$ cat src/rtl/aes_core_arbiter.sv
// Round-robin arbiter that shares one aes_encrypt core between NUM_REQ requesters,
// with one operation in flight, tagged responses and a watchdog abort for hung operations.
//
// state | meaning
// IDLE  | scan requesters round-robin, accept the first valid one
// START | pulse aes_start, arm watchdog
// WAIT  | wait for aes_done or watchdog expiry
// RESP  | present response until rsp_ready
// DRAIN | wait for aes_done to fall so a stale done cannot end the next WAIT
module aes_core_arbiter #(
    parameter int NUM_REQ        = 4,
    parameter int ID_W           = 2,
    parameter int TIMEOUT_CYCLES = 64
) (
    input  logic                   clk,
    input  logic                   rst_n,
    input  logic [NUM_REQ-1:0]     req_valid,
    output logic [NUM_REQ-1:0]     req_ready,
    input  logic [NUM_REQ*128-1:0] req_plaintext,
    input  logic [NUM_REQ*128-1:0] req_key,
    output logic                   rsp_valid,
    input  logic                   rsp_ready,
    output logic [ID_W-1:0]        rsp_id,
    output logic [127:0]           rsp_ciphertext,
    output logic                   rsp_error,
    output logic                   aes_start,
    output logic [127:0]           aes_plaintext,
    output logic [127:0]           aes_key,
    input  logic [127:0]           aes_ciphertext,
    input  logic                   aes_done,
    output logic                   busy
);

    typedef enum logic [2:0] {S_IDLE, S_START, S_WAIT, S_RESP, S_DRAIN} state_t;

    localparam logic [15:0] TIMER_LOAD = 16'(TIMEOUT_CYCLES - 1);

    state_t          state;
    state_t          state_nxt;
    logic [ID_W-1:0] last_grant;
    logic [ID_W-1:0] cur_id;
    logic [ID_W-1:0] grant_id;
    logic [ID_W-1:0] hi_id;
    logic [ID_W-1:0] lo_id;
    logic            hi_found;
    logic            lo_found;
    logic            grant_found;
    logic [15:0]     timer;

    // Prefer the lowest valid index above last_grant; otherwise wrap to the lowest valid index.
    always_comb begin
        hi_id    = '0;
        lo_id    = '0;
        hi_found = 1'b0;
        lo_found = 1'b0;
        for (int i = NUM_REQ - 1; i >= 0; i--) begin
            if (req_valid[i]) begin
                lo_id    = ID_W'(i);
                lo_found = 1'b1;
                if (i > int'(last_grant)) begin
                    hi_id    = ID_W'(i);
                    hi_found = 1'b1;
                end
            end
        end
        grant_id    = hi_found ? hi_id : lo_id;
        grant_found = lo_found;
    end

    always_ff @(posedge clk) begin
        if (!rst_n) begin
            state <= S_IDLE;
        end else begin
            state <= state_nxt;
        end
    end

    always_comb begin
        state_nxt = state;
        case (state)
            S_IDLE:  if (grant_found) state_nxt = S_START;
            S_START: state_nxt = S_WAIT;
            S_WAIT:  if (aes_done || timer == 16'd0) state_nxt = S_RESP;
            S_RESP:  if (rsp_ready) state_nxt = S_DRAIN;
            S_DRAIN: if (!aes_done) state_nxt = S_IDLE;
            default: state_nxt = S_IDLE;
        endcase
    end

    always_comb begin
        req_ready = '0;
        if (state == S_IDLE && grant_found) begin
            req_ready[grant_id] = 1'b1;
        end
        aes_start = (state == S_START);
        rsp_valid = (state == S_RESP);
        busy      = (state != S_IDLE);
    end

    assign rsp_id = cur_id;

    // Watchdog is a down-counter: loaded at START, abort when it reaches zero in WAIT.
    always_ff @(posedge clk) begin
        if (!rst_n) begin
            aes_plaintext  <= '0;
            aes_key        <= '0;
            cur_id         <= '0;
            last_grant     <= ID_W'(NUM_REQ - 1);
            timer          <= '0;
            rsp_ciphertext <= '0;
            rsp_error      <= 1'b0;
        end else begin
            case (state)
                S_IDLE: begin
                    if (grant_found) begin
                        aes_plaintext <= req_plaintext[grant_id*128 +: 128];
                        aes_key       <= req_key[grant_id*128 +: 128];
                        cur_id        <= grant_id;
                        last_grant    <= grant_id;
                    end
                end
                S_START: timer <= TIMER_LOAD;
                S_WAIT: begin
                    if (aes_done) begin
                        rsp_ciphertext <= aes_ciphertext;
                        rsp_error      <= 1'b0;
                    end else if (timer == 16'd0) begin
                        rsp_ciphertext <= '0;
                        rsp_error      <= 1'b1;
                    end else begin
                        timer <= timer - 16'd1;
                    end
                end
                default: ;
            endcase
        end
    end

endmodule

$ cat config.mk
export PLATFORM = sky130hd
export DESIGN_NAME = aes_core_arbiter
export DESIGN_NICKNAME = d
export VERILOG_FILES = /design/src/rtl/aes_core_arbiter.sv
export SDC_FILE = /design/constraint.sdc
export NUM_CORES = 1
export LEC_CHECK = 0
export ABC_CLOCK_PERIOD_IN_PS = 2600
export CAP_MARGIN = 20
export CORE_AREA = 2 2 610 612
export CTS_BUF_LIST = sky130_fd_sc_hd__clkbuf_16
export DETAILED_ROUTE_END_ITERATION = 8
export DIE_AREA = 0 0 612 614
export PLACE_DENSITY_LB_ADDON = 0.05
export SLEW_MARGIN = 20
export SYNTH_ARGS = -nofsm -noshare
export SYNTH_HDL_FRONTEND = slang
export SYNTH_SLANG_ARGS = --single-unit
$ cat constraint.sdc
create_clock -name clk -period 2.6 [get_ports clk]
set_input_delay 0.39 -clock clk [delete_from_list [all_inputs] [get_ports clk]]
set_output_delay 0.39 -clock clk [all_outputs]
set_load 0.03 [all_outputs]
==> results.md <==
- Htree depth: 3
- CP Max Fanout: 3
- Setup_tns: 0 ns
- # fillers: around 42000
- Period minus WS final: 2.59 ns
- NetSw: 14.1 mW
- CP Launch Type: flop
- TritonCTS Buffers: between 80 and 90
- Sequential share of power: 0.245
- Detail Route Antenna Nets: 0
- Slew Viols, Final: 0
- Port Buf Inserts: 1553
- Combinational share of power: 0.448
- CP peak stage delay: approximately 0.33 ns
- Cts hold-fix bufs: 0
- Drt drc: 0
- Area leader, netlist: dfxtp_1
- # IOs: between 1500 and 2000
- Crit-path cells: buf_6 -> nand2b_4 -> a21o_1 -> o311a_4 -> buf_6 -> nor3_4 -> buf_6
- Max cap viols: 0
- Layout cells sized above 1: 0.104
- HP Start: aes_ciphertext[1]
- # setup viols final: 0
- Final WS setup: 0.0134 ns
- R2R Path End: timer[15]$_SDFFE_PN0P_
- CTS root buf: clkbuf_16
- Initial Utilization: 0.0543
- Synth Register Bits: approximately 410
- Top cells by area, synth: dfxtp_1, nand3_1, mux2i_1, o2111ai_1, nand2_1
- Area Overhead vs Synth: 133%
- Post-synth ARST share: 0
- Static Leak: ~16 nW
- Worst path required time: 2.21 ns
- Critical Path AT: 2.20 ns
- Per-cell routed wire length: approximately 28 um
- Kind of critical path: flop to primary output
- Worst-Margin Slew: 0.758 ns
- DR iter-0 viols: about 1200
- Gp weighted congestion: between 0.7 and 0.8
- Worst Hold Class: primary input to flop
- Clock Sinks: around 400
- Synth Net Count: about 3600
- Slowest CP cell: dfxtp_2
- DR vias: around 27000
- Clock power frac: 0.307
- Row cnt: 224
- Internal: about 20 mW
- R2r worst-path depth: 5
- Routed vias/inst: 2.98
- Tcrit/Tclk final: 0.995
- Worst skew pair latency: between 0.8 and 0.9 ns
- Largest net degree at the start of global routing: approximately 120
- Reg2reg start: timer[2]$_SDFFE_PN0P_
- All-layer global routing usage: 0.129
- Commonest cells after routing, fill and taps aside: clkdlybuf4s50_1, nand3_1, dfxtp_1
- EDFF count, synth: 0
- Register area share after synthesis: 0.406
- Die ar.: 376000 um^2
- Setup Skew: about 0.08 ns
- Slew headroom: 0.494
- PwrDens: 725 nW/um^2
- Post-synthesis cell area: roughly 20000 um^2
- Cells after synthesis: 2457
- DP Worst Slack: -0.610 ns
- Core area: between 300000 and 400000 um^2
- Yosys warns: 0
- Critical Path Sink Type: primary output
- Dpl hpwl: approximately 210000 um
- FMAX: approximately 390 MHz
- Sw frac: 0.416
- Final Hold Fails: 0
- Status: finished, final reports clean
- Cell variety after synth: just over 50
- Pre-antenna DRT Iters: 6
- Utilization after layout: 0.126
- Register-to-register setup slack: between 0.1 and 0.15 ns
- First-pass GRT wire length: between 300000 and 400000 um
- Synth Flop Type: dfxtp_1
- Chip width: just over 600 um
- Grt ovf: 0
- RSZ-0062 raised after global routing: yes
- Hold path endpoint: rsp_ciphertext[1]$_SDFFE_PN0P_
- Initial antenna violation count: between 200 and 250
- Nets: 5292
- Worst hold stages: 3
- Most used cell, CP: buf_6
- Clock buffer depth: 4
- DIE HEIGHT: 614 um
- Post-Route WL: roughly 250000 um
- Number of global-route vias before repair: roughly 29000
- Peak supply drop: about 0.45 mV
- Most common cell after layout, fill and taps aside: clkdlybuf4s50_1
- TritonCTS clock tree: built
- Post-Syn Area per Cell: roughly 8.2 um^2
- Top cell type's share of synthesized area: 0.406
- Clock transition at path regs: roughly 0.050 ns
-- power groups by stage --
stage | registers [mW] | clock network [mW] | logic (mW)
4_1_cts | 8.35 | 11.2 | 15.8
2_1_floorplan | 10.5 | 0 | 3.95
5_1_grt | 8.49 | 11.2 | 16.2
6_report | 8.32 | 10.4 | 15.2
3_3_place_gp | 8.48 | 0 | 15.7
3_5_place_dp | 8.47 | 0 | 15.6
-- repair_timing --
action,CTS,global route
endpoints found under the hold margin,0,0
setup buffers,9,1
gates resized for setup,43,11
cloned,0,0
pin swaps,8,6
endpoints found under the setup margin,17,37
-- flip-flops by register name, summed over array words and instances, names as in the netlist --
signal,cells
aes_key,128
aes_plaintext,128
last_grant,2
rsp_ciphertext,128
rsp_error,1
rsp_id,2
state,3
timer,16
-- how the worst max path moves through the flow --
stage                               startpoint                             end  slack [ns]  depth (start not counted)
global route        last_grant[0]$_SDFFE_PN1P_                    req_ready[1]       -0.11                          7
detailed placement                req_valid[3]  aes_plaintext[83]$_SDFFE_PN0P_       -0.61                          9
global placement                  req_valid[3]  aes_plaintext[83]$_SDFFE_PN0P_       -0.63                          9
finish              last_grant[0]$_SDFFE_PN1P_                    req_ready[1]        0.01                          7
floorplan                         req_valid[2]                    req_ready[1]        0.05                          7
CTS                 last_grant[0]$_SDFFE_PN1P_                    req_ready[1]       -0.23                          8
-- kinds of logic (layout without fill, tap and decap cells) --
family	count (synthesis)	in the layout	share of synthesized area
buf+inv	265	1992	0.0534
compound gates	554	554	0.190
fa+ha+maj	1	1	0.000622
simple gates	967	967	0.219
other cells	0	52	0
flops	408	408	0.406
xor+xnor	6	6	0.00261
mux	256	256	0.128
-- per-layer routing --
layer	global-route usage	wire, um
met3	0.0462	20700
met4	0.0208	5660
met5	0	508
met2	0.250	137000
met1	0.133	90700
-- through the flow --
| stage | cells | power [mW] | cell area [um^2] | hold slack (ns) |
|---|---|---|---|---|
| 4_1_cts | 9157 | 35.3 | 46600 | 0.00243 |
| 3_5_place_dp | 9010 | 24.1 | 44100 | 0.450 |
| 3_3_place_gp | 9010 | 24.2 | 44100 | 0.448 |
| 6_report | 9208 | 33.9 | 46700 | 0.116 |
| 2_1_floorplan | 2457 | 14.4 | 20100 | 0.452 |
| 5_1_grt | 9161 | 35.9 | 46600 | 0.0547 |
-- area by class of cell --
type                    instances  area [um^2]  area share
clock buffers                  83         2080      0.0444
multi-input cells            1784        11000       0.236
well taps                    4972         6220       0.133
diodes                         52          130     0.00278
clock inverters                55          297     0.00634
inverters                       5         26.3    0.000562
repair buffers               1849        18800       0.402
flip-flops and latches        408         8170       0.175
-- cell usage after synthesis (2+ instances only) --
cell / count
nor2b_1: 3
nor4_1: 2
or3b_2: 3
and3_1: 3
nand3_1: 514
a21oi_1: 139
dfxtp_1: 408
a21o_1: 2
a211oi_1: 4
o31ai_1: 5
nand2_1: 389
nand2b_1: 3
a2111oi_0: 2
buf_2: 56
nor2_1: 22
or4_1: 4
nor3_1: 8
a311oi_1: 2
o2111ai_1: 256
nand4_1: 2
inv_1: 4
xor2_1: 5
buf_1: 2
or3_1: 3
o21ai_0: 133
mux2i_1: 256
clkbuf_1: 201
nand4b_1: 3
-- worst max-delay path, delay by kind of cell, from the launching register on --
| kind | cells | cell delay, ns |
|---|---|---|
| buffers and inverters | 3 | 0.43 |
| DFF | 1 | 0.33 |
| and+or+nand+nor | 2 | 0.31 |
| AOI/OAI and AO/OA | 2 | 0.37 |
(Power assumes the default switching activity.)
